**src/rtl/barrett_reduce_pipe.sv**
```systemverilog
// barrett_reduce_pipe: pipelined Barrett reduction c mod Q, whole-pipe valid/ready stall.
// Define BARRETT_FINAL_SUB_EN to add the final correction stage (output in [0,Q)).
module barrett_reduce_pipe #(
  parameter int Q         = 3329,
  parameter int Q_WIDTH   = 12,
  parameter int IN_WIDTH  = 32,
  parameter int TAG_WIDTH = 8
) (
  input  logic                 clk,
  input  logic                 rst_n,
  input  logic                 in_valid,
  output logic                 in_ready,
  input  logic [IN_WIDTH-1:0]  in_data,
  input  logic [TAG_WIDTH-1:0] in_tag,
  output logic                 out_valid,
  input  logic                 out_ready,
  output logic [Q_WIDTH:0]     out_data,
  output logic [TAG_WIDTH-1:0] out_tag
);
  localparam int K    = IN_WIDTH;
  localparam int LOGQ = $clog2(Q + 1) - 1;
  localparam int MU_W = K - LOGQ + 1;
  localparam int PW   = IN_WIDTH + MU_W;
  localparam int RW   = Q_WIDTH + 1;
  localparam logic [63:0] MU64 = (64'd1 << K) / 64'(Q);
  localparam logic [MU_W-1:0] MU = MU64[MU_W-1:0];
  localparam logic [RW-1:0] QR = RW'(Q);

  logic adv;

  logic                 v1;
  logic [PW-1:0]        p1;
  logic [IN_WIDTH-1:0]  c1;
  logic [TAG_WIDTH-1:0] tag1;

  logic                 v2;
  logic [RW-1:0]        t2;
  logic [RW-1:0]        c2;
  logic [TAG_WIDTH-1:0] tag2;

  logic                 v3;
  logic [RW-1:0]        r3;
  logic [TAG_WIDTH-1:0] tag3;

  logic [PW-1:0]        p_next;
  logic [MU_W-1:0]      qh;
  logic [MU_W+RW-1:0]   t_full;

  assign adv      = !out_valid | out_ready;
  assign in_ready = adv;

  assign p_next = {{MU_W{1'b0}}, in_data}
                * {{IN_WIDTH{1'b0}}, MU};
  assign qh     = p1[PW-1:K];
  assign t_full = {{RW{1'b0}}, qh}
                * {{MU_W{1'b0}}, QR};

  // Only the quotient estimate and the low residue bits matter downstream.
  logic unused_bits;
  assign unused_bits = ^{p1[K-1:0], c1[IN_WIDTH-1:RW],
                         t_full[MU_W+RW-1:RW]};

  always_ff @(posedge clk or negedge rst_n) begin
    if (!rst_n) begin
      v1   <= 1'b0;
      p1   <= '0;
      c1   <= '0;
      tag1 <= '0;
      v2   <= 1'b0;
      t2   <= '0;
      c2   <= '0;
      tag2 <= '0;
      v3   <= 1'b0;
      r3   <= '0;
      tag3 <= '0;
    end else if (adv) begin
      v1   <= in_valid & in_ready;
      p1   <= p_next;
      c1   <= in_data;
      tag1 <= in_tag;
      v2   <= v1;
      t2   <= t_full[RW-1:0];
      c2   <= c1[RW-1:0];
      tag2 <= tag1;
      v3   <= v2;
      r3   <= c2 - t2;
      tag3 <= tag2;
    end
  end

`ifdef BARRETT_FINAL_SUB_EN
  logic                 v4;
  logic [RW-1:0]        r4;
  logic [TAG_WIDTH-1:0] tag4;

  always_ff @(posedge clk or negedge rst_n) begin
    if (!rst_n) begin
      v4   <= 1'b0;
      r4   <= '0;
      tag4 <= '0;
    end else if (adv) begin
      v4   <= v3;
      r4   <= (r3 >= QR) ? r3 - QR : r3;
      tag4 <= tag3;
    end
  end

  assign out_valid = v4;
  assign out_data  = r4;
  assign out_tag   = tag4;
`else
  assign out_valid = v3;
  assign out_data  = r3;
  assign out_tag   = tag3;
`endif

endmodule

```
**config.mk**
```make
export PLATFORM = sky130hd
export DESIGN_NAME = barrett_reduce_pipe
export DESIGN_NICKNAME = d
export VERILOG_FILES = /design/src/rtl/barrett_reduce_pipe.sv
export SDC_FILE = /design/constraint.sdc
export NUM_CORES = 1
export LEC_CHECK = 0
export BUFFER_PORTS_ARGS = -buffer_cell sky130_fd_sc_hd__buf_2
export CORE_MARGIN = 10
export CORE_UTILIZATION = 50
export DETAILED_ROUTE_END_ITERATION = 6
export GPL_TIMING_DRIVEN = 0
export PLACE_DENSITY = 0.75
export SLEW_MARGIN = 20
export SYNTH_ARGS = -nofsm -noshare
export SYNTH_HDL_FRONTEND = slang
export SYNTH_SLANG_ARGS = --single-unit
```
**constraint.sdc**
```tcl
create_clock -name clk -period 4.2 [get_ports clk]
set_input_delay 1.26 -clock clk [delete_from_list [all_inputs] [get_ports clk]]
set_output_delay 1.26 -clock clk [all_outputs]
set_load 0.02 [all_outputs]
```
==> results of run 1 <==
cell usage after synthesis (3+ instances only):
| cell type | number |
|---|---|
| nor2b_1 | 3 |
| nor2_1 | 34 |
| clkbuf_1 | 19 |
| a211oi_1 | 8 |
| a21o_1 | 8 |
| inv_1 | 342 |
| xor2_1 | 17 |
| nor4_1 | 5 |
| dfrtp_1 | 92 |
| nand3_1 | 9 |
| o21ai_0 | 39 |
| fa_1 | 302 |
| or3_1 | 5 |
| xnor2_1 | 22 |
| ha_1 | 222 |
| nand2b_1 | 3 |
| o21a_1 | 7 |
| and3_1 | 4 |
| o31ai_1 | 9 |
| nor3_1 | 9 |
| o21ai_1 | 5 |
| o211a_1 | 4 |
| nand2_1 | 168 |
| o211ai_1 | 5 |
| nand4_1 | 3 |
| a21oi_1 | 36 |
stage by stage:
step           hold slack [ps]  instances  utilization (%)
2_1_floorplan            430.0       1411                -
3_3_place_gp             442.1       1861            54.19
3_5_place_dp             451.6       1862            54.29
4_1_cts                  466.0       1896            56.54
5_1_grt                  491.3       1904            57.51
6_report                 463.7       1904            57.51
final cells by class:
type	instances	share of cell area, %
buffer	21	0.5624
clock buffer	9	1.350
clock inverter	6	0.5324
inverter	342	7.828
multi-input combinational	956	69.24
sequential	92	13.80
tap	384	2.879
timing repair buffer	94	3.809
timing repair:
action                                  in CTS  in global routing
hold endpoints to repair                     0                  0
gates cloned                                 0                  0
gates resized for setup                     56                 45
buffers inserted                            19                  8
endpoints found under the setup margin      13                 14
pin swaps                                   36                 56
registers in the layout, summed over array words and instances (netlist names):
name,flops
v2,1
c2,13
t2,13
out_tag,8
v1,1
p1,13
out_valid,1
tag2,8
out_data,13
tag1,8
c1,13
layer usage:
metal,up-vias,part of all wire [%],routed length [um]
li1,4560,-,-
met1,5218,41,15450
met2,377,48,17940
met3,91,7.1,2663
met4,0,3.9,1458
met5,-,0,0
placed cells by master, fill, tap and decap left out, drive strengths merged, types with 17 or more instances in the layout:
cell type	netlist	routed
buf	2	94
fa	302	302
inv	342	339
ha	222	222
nor2	34	34
a21oi	37	37
o21ai	44	44
nand2	168	168
clkbuf	19	30
dfrtp	92	92
xor2	17	17
xnor2	22	22
worst max-delay path: stages:
cell and delay [ps]:
clkbuf_4 170, inv_2 90, fa_2 610, xor2_2 200, ha_1 180, a21oi_1 60
fa_1 550, inv_1 50, fa_2 570, fa_1 460, fa_2 600, fa_1 450
ha_4 300, nand3_4 80, nor4_4 440, o311ai_4 250, a211oi_4 410, o211ai_1 170
a21o_1 220, a31oi_1 170
worst paths after layout:
kind / to / depth (start not counted) / start
max: p1[44]$_DFFE_PN0N_ / 20 / in_data[8]
min: out_tag[5]$_DFFE_PN0N_ / 2 / out_tag[5]$_DFFE_PN0N_
max reg2reg: t2[12]$_DFFE_PN0N_ / 11 / p1[32]$_DFFE_PN0N_
min reg2reg: out_tag[5]$_DFFE_PN0N_ / 2 / out_tag[5]$_DFFE_PN0N_
max in group asynchronous: c2[10]$_DFFE_PN0N_ / 2 / rst_n
min in group asynchronous: out_data[7]$_DFFE_PN0N_ / 1 / rst_n
logic make-up (layout without fill, tap and decap cells):
logic type	Yosys count	after routing	share of synthesized area, %
DFF	92	92	15.53
AOI/OAI and AO/OA	143	143	6.296
and+or+nand+nor	250	250	7.064
buffers and inverters	363	472	9.292
adders and majority gates	524	524	59.52
xor gates and xnor gates	39	39	2.304
==> flow_summary.toml, run 1 <==
[cells_and_area]
ff_latch_area_sq_um = 2302
fillCellCount = 2398
drive_gt1_share_pct = 13.62
insertedDiodeCount = 0
multi_input_area_sq_um = 11550
finish.instance_area_sq_um = 16690
synthToLayoutAreaGrowth_pct = 12.55
layout.nets = 2084

[die]
die_w_um = 192.2
initial_utilization_pct = 51.10
die_h_um = 192.2
die_area_sq_um = 36940
core_sq_um = 29010
num_rows = 62
ios = 67

[sta]
worst_slew_pin_slew_ps = 677.6
rsz0062_at_grt = "true"
fin_worst_skew_ps = 4.756
hold_viol = 0
period_needed_ps = 7060
fmax_mhz = 141.7
final.setup.tns_ps = -35750
setup_viol = 13
slew_headroom_pct = 54.83
fin_ws_ps = -2860
drv_slew = 0
fin_crit_sh_pct = 168.1

[yosys]
syn_area_sq_um = 14830
avgSynthCellArea_sq_um = 10.51
synth.top_cells.by_area = "fa_1 (41%), ha_1 (19%), dfrtp_1 (16%), inv_1 (8.7%), nand2_1 (4.3%)"
synthCells = 1411
synth_fp_nets = 1979
ys_seq_elements = 92
seq_area_frac_synth_pct = 15.53
yosys_warnings = 0
synth_cell_types = 51
synthArstFlopShare_pct = 100.0
synthDominantCellAreaShare_pct = 40.78
synth_ff_type = "dfrtp_1"
synth_top_cell_by_area = "fa_1"
synth_edf_count = 0

[routing]
wl_um = 37510
wl_per_cell_um = 19.70
dr.first_iter.drc_count = 713
route.detailed.drc = 0
antenna_left = 0
vias = 10250
viasPerCell = 5.381
dr.pass1.iters = 7

[status]
violations = "setup timing"
status = "complete, but fails checks"

[worst_hold_path]
hp-class = "flip-flop to flip-flop"

[worst_setup_path]
crit_arrival_ps = 7320
startpoint_type = "primary input"
crit_type = "primary input to flip-flop"
crit_required_ps = 4460
end_kind = "flip-flop"
critPathMaxFanout = 5
r2r_slack_ps = 990

[placed_design]
placed_cell_area_sq_um = 15750
port_buffers = 66
place_congestion = 0.9856
dp_worst_setup_slack_ps = -3462
dp_hpwl_um = 31900

[flow_run]
maxCapViolCount = 0

[grt]
grtUsageMet1_pct = 27.49
antenna_found_initial = 0
grt_pass1_wl_um = 59890
first_global_vias = 11300
grt_max_degree = 55
grt_usage_pct = 20.99
use_met2_pct = 33.88
grt_busiest_layer = "met2"
grt_overflow_total = 0
met3_usage_pct = 4.480

[clocking]
cts.hold.buffers_added = 0
cts_buffer_depth = 2
clock-sinks = 92
numCtsBuffers = 9
clk_latency_ps = 350
clk_pin_slew_worst_paths_ps = 60
htree_num_levels = 3
cts_root_buf = "clkbuf_16"
cts_tree = "built"
Power of run 1 is not shown: default switching activity piles up to over one toggle a cycle in this logic, so the estimate is an artifact.
==> run 2: changes to the inputs <==
CORE_UTILIZATION = 54   (was 50)
PLACE_DENSITY = 0.79   (was 0.75)
==> run 2 against run 1 <==
Compared with the run above:
- critical path depth grew 2
- hold slack worse by 4.8 ps
- flip-flop and latch count unchanged
- sequential share of layout area decreased by 0.12 points
- clock skew up 3.6 ps
- critical endpoint is now p1[41]$_DFFE_PN0N_
- cell count is 1.8% lower
- largest cell class unchanged
- cell area up 0.88%
- global-route usage is 1.6 points higher
- via count increased by 1.2%
- the run still ends with setup timing left
==> flow_summary.toml, run 2 (synthesized netlist as in run 1, its figures left out) <==
[status]
status = "complete, but fails checks"
violations = "setup timing"

[clocking]
cts_buffer_depth = 2
htree_num_levels = 3
cts_tree = "built"
clock-sinks = 92
clk_latency_ps = 340
clk_pin_slew_worst_paths_ps = 70
numCtsBuffers = 9
cts_root_buf = "clkbuf_16"

[worst_setup_path]
critPathMaxFanout = 6
path_buf_inv = 6
r2r_end = "t2[12]$_DFFE_PN0N_"
path_delay_family = "adder cells"
end_kind = "flip-flop"
crit_required_ps = 4430
r2r_slack_ps = 960
path_cells = "buf_6 > inv_2 > fa_2 > inv_2 > ha_1 > inv_1 > fa_1 > inv_1 > fa_1 > fa_2 > fa_1 > fa_1 > ha_4 > a211oi_4 > nor2_4 > a2111oi_4 > and3_4 > a21oi_4 > buf_4 > o21a_1 > a311oi_2 > o21ai_1"
cpPeakStageDelay_ps = 610
crit_arrival_ps = 7260
reg2reg_from = "p1[32]$_DFFE_PN0N_"
cp_common_cell = "fa_1"
cp_slowest_cell = "fa_2"
rr_worst_depth = 11
startpoint_type = "primary input"
crit_type = "primary input to flip-flop"

[routing]
wl_um = 37780
top_layer = "met4"
dr.first_iter.drc_count = 818
wl_met2_um = 18350
viasPerCell = 5.548
dr.pass1.iters = 5
met3_length_um = 2909
vias = 10370
antenna_left = 0
wl_per_cell_um = 20.21
route.detailed.drc = 0
wl_met1_um = 15080

[sta]
fin_crit_sh_pct = 167.4
fin_ws_ps = -2829
fin_worst_skew_ps = 8.321
slew_headroom_pct = 57.98
fmax_mhz = 142.3
period_needed_ps = 7029
worst_slew_pin_slew_ps = 630.3
drv_slew = 0
hold_viol = 0
rsz0062_at_grt = "true"
setup_viol = 13

[worst_hold_path]
hp-class = "flip-flop to flip-flop"
hold_end = "out_tag[4]$_DFFE_PN0N_"
min_path_cells = 2
hp-start = "out_tag[4]$_DFFE_PN0N_"

[grt]
grt_usage_pct = 22.55
first_global_vias = 11430
antenna_found_initial = 0
grt_max_degree = 59
grt_overflow_total = 0
grt_pass1_wl_um = 59950

[placed_design]
port_buffers = 66
placed_cell_area_sq_um = 15700
dp_worst_setup_slack_ps = -3638
dp_hpwl_um = 31540
place_congestion = 0.9753

[cells_and_area]
layout_common_cells = "inv_1 (321), fa_1 (268), ha_1 (202)"
drive_gt1_share_pct = 15.11
fillCellCount = 2003
finish.instance_area_sq_um = 16830
final_common_cell = "inv_1"
final_util_pct = 62.46
insertedDiodeCount = 0
layout.nets = 2093
synthToLayoutAreaGrowth_pct = 13.54

[flow_run]
maxCapViolCount = 0

[die]
die_area_sq_um = 34480
die_w_um = 185.7
num_rows = 60
core_sq_um = 26950
ios = 67
initial_utilization_pct = 55.01
die_h_um = 185.7
run 2: changes by cell type in the layout (fill, tap and decap cells not counted), sizes merged:
| cell | previous run | this run |
|---|---|---|
| bufinv | 2 | 1 |
| clkinv | 1 | 2 |
| clkinvlp | 6 | 5 |
| inv | 339 | 340 |
| buf | 94 | 98 |
| clkbuf | 30 | 35 |
run 2: stage by stage:
step	cells	hold WS [ps]	setup TNS (ps)
2_1_floorplan	1411	430.0	-30650
3_3_place_gp	1818	441.2	-44990
3_5_place_dp	1819	450.8	-45310
4_1_cts	1850	465.2	-35120
5_1_grt	1870	490.2	-36700
6_report	1870	458.8	-35620
run 2: worst max-delay path by stage:
stage	from	end	slack, ps	cells past startpoint
after global placement	in_data[9]	p1[43]$_DFFE_PN0N_	-3630	20
final	in_data[5]	p1[41]$_DFFE_PN0N_	-2830	22
after detailed placement	in_data[9]	p1[44]$_DFFE_PN0N_	-3640	20
after global routing	in_data[12]	p1[36]$_DFFE_PN0N_	-2910	22
after floorplan	in_data[16]	p1[44]$_DFFE_PN0N_	-2450	20
after CTS	in_data[12]	p1[44]$_DFFE_PN0N_	-2790	20
run 2: layout make-up:
| type | count | area [sq um] | share of cell area, % |
|---|---|---|---|
| buffer | 21 | 93.84 | 0.5575 |
| clock buffer | 9 | 225.2 | 1.338 |
| clock inverter | 6 | 72.57 | 0.4311 |
| inverter | 342 | 1319 | 7.835 |
| multi-input combinational | 956 | 11640 | 69.17 |
| sequential | 92 | 2302 | 13.68 |
| tap | 341 | 426.7 | 2.535 |
| timing repair buffer | 103 | 749.5 | 4.453 |
run 2: worst reg2reg max path: stages, from the launching register on:
cell and delay [ps]:
dfrtp_1 460, ha_1 330, ha_1 270, ha_1 280, ha_1 280, ha_1 300
fa_1 390, xnor2_1 220, xnor2_1 170, xnor2_1 160, xnor2_1 160, a21oi_1 90
run 2: what timing repair did:
| item | in CTS | in global routing |
|---|---|---|
| resized for setup | 75 | 77 |
| pin swaps | 40 | 76 |
| hold buffers | 0 | 0 |
| setup buffers | 16 | 20 |
| endpoints found under the setup margin | 13 | 14 |
run 2: metal layers:
metal  global-route usage (%)  vias to the layer above
met4                    7.933                        0
met1                    29.02                     5228
li1                         -                     4590
met5                        0                        -
met3                    4.289                      113
met2                    37.35                      443
Power of run 2 is left out for the same reason.
==> run 3: changes to the inputs <==
CORE_UTILIZATION = 40   (was 54)
PLACE_DENSITY = 0.63   (was 0.79)
SKIP_CTS_REPAIR_TIMING = 1   (was unset)
==> run 3 against run 2 <==
Compared with the run above:
- critical path depth shrank 1
- cell count grew 6.1%
- hold slack lost 0.56 ps
- the flow still finishes with violations (setup timing)
- clock skew is essentially flat
- wire length shrank 2.2%
- flip-flop and latch count is the same
- non-clock buffer count shrank 13
- cell area shrank 0.62%
- global-route usage shrank 5.6 points
- setup slack lost 18 ps
- clock-buffer cell count grew 1
==> flow_summary.toml, run 3 (synthesized netlist as in run 1, its figures left out) <==
[routing]
dr.pass1.iters = 5
route.detailed.drc = 0
antenna_left = 0
viasPerCell = 4.979
vias = 9883
wl_per_cell_um = 18.61
dr.first_iter.drc_count = 565
wl_um = 36940

[clocking]
cts_tree = "built"
cts_root_buf = "clkbuf_16"
numCtsBuffers = 9
cts_buffer_depth = 2
clk_latency_ps = 350
clock-sinks = 92
htree_num_levels = 3
clk_pin_slew_worst_paths_ps = 60

[sta]
fin_crit_sh_pct = 167.8
fin_ws_ps = -2847
period_needed_ps = 7047
rsz0062_at_grt = "true"
slew_headroom_pct = 60.12
drv_slew = 0
fin_worst_skew_ps = 8.810
hold_viol = 0
worst_slew_pin_slew_ps = 598.2
setup_viol = 13
fmax_mhz = 141.9
hold_ws_ps = 458.3

[worst_setup_path]
crit_required_ps = 4470
startpoint_type = "primary input"
crit_arrival_ps = 7320
crit_type = "primary input to flip-flop"
critPathMaxFanout = 5
end_kind = "flip-flop"

[cells_and_area]
final_common_cell = "inv_1"
layout.nets = 2080
finish.instance_area_sq_um = 16730
layout_common_cells = "inv_1 (323), fa_1 (277), ha_1 (208)"
fillCellCount = 3482
synthToLayoutAreaGrowth_pct = 12.84
drive_gt1_share_pct = 12.92
insertedDiodeCount = 0

[status]
violations = "setup timing"
status = "complete, but fails checks"

[placed_design]
placed_cell_area_sq_um = 15860
port_buffers = 66
dp_hpwl_um = 32480
place_congestion = 0.9174
dp_worst_setup_slack_ps = -3538

[die]
core_sq_um = 36610
die_h_um = 212.5
die_area_sq_um = 45160
num_rows = 70
die_w_um = 212.5
initial_utilization_pct = 40.50
ios = 67

[grt]
antenna_found_initial = 0
grt_usage_pct = 16.91
grt_overflow_total = 0
grt_max_degree = 69
first_global_vias = 10600
grt_pass1_wl_um = 58530

[flow_run]
maxCapViolCount = 0

[worst_hold_path]
hp-class = "flip-flop to flip-flop"
run 3: cell count changes in the layout (fill, tap and decap cells not counted), moves of 4 or more:
cell | before | now
buf_4 | 42 | 22
buf_2 | 43 | 52
fa_1 | 268 | 277
fa_2 | 34 | 25
ha_4 | 15 | 7
ha_1 | 202 | 208
inv_4 | 5 | 0
clkinvlp_4 | 5 | 9
run 3: worst paths after layout:
path	slack, ps	endpoint	cells past startpoint	from
setup reg to reg	1030	t2[12]$_DFFE_PN0N_	11	p1[32]$_DFFE_PN0N_
hold / removal	460	out_tag[5]$_DFFE_PN0N_	2	out_tag[5]$_DFFE_PN0N_
max in group asynchronous	2830	c2[8]$_DFFE_PN0N_	2	rst_n
hold reg to reg	460	out_tag[5]$_DFFE_PN0N_	2	out_tag[5]$_DFFE_PN0N_
min in group asynchronous	770	out_data[5]$_DFFE_PN0N_	1	rst_n
setup / recovery	-2850	p1[44]$_DFFE_PN0N_	21	in_data[9]
run 3: per-stage QoR:
step	TNS [ps]	utilization [%]	cells
final	-35120	45.69	1985
after global routing	-36900	45.69	1985
after CTS	-38970	44.23	1962
after detailed placement	-43340	43.32	1946
after global placement	-43400	43.23	1945
after floorplan	-30650	-	1411
run 3: area by class of cell:
cell class	instances	area [sq um]	area share [%]
multi-input combinational	956	11460	68.51
sequential	92	2302	13.76
inverter	342	1318	7.876
timing repair buffer	90	636.9	3.807
tap	468	585.6	3.500
clock buffer	10	239.0	1.429
buffer	21	93.84	0.5610
clock inverter	6	92.59	0.5535
run 3: metal layers:
| layer | up-vias | wire (um) | track usage [%] |
|---|---|---|---|
| met5 | - | 0 | 0 |
| met4 | 0 | 759 | 3.373 |
| met3 | 44 | 2048 | 3.181 |
| met2 | 250 | 17510 | 27.34 |
| met1 | 5017 | 16620 | 23.23 |
| li1 | 4572 | - | - |
run 3: worst max-delay path: stages:
cell        delay (ps)
buf_12             110
clkinvlp_4         150
buf_6              150
fa_2               610
xor2_1             180
ha_2               200
a21oi_2             40
fa_1               540
inv_1               50
fa_2               460
fa_1               570
fa_1               450
fa_1               520
ha_4               300
nand2_2             70
nor4_4             430
o311ai_4           240
a211oi_4           440
o211ai_1           180
a21o_1             220
a31oi_1            150
Power of run 3 is left out for the same reason.
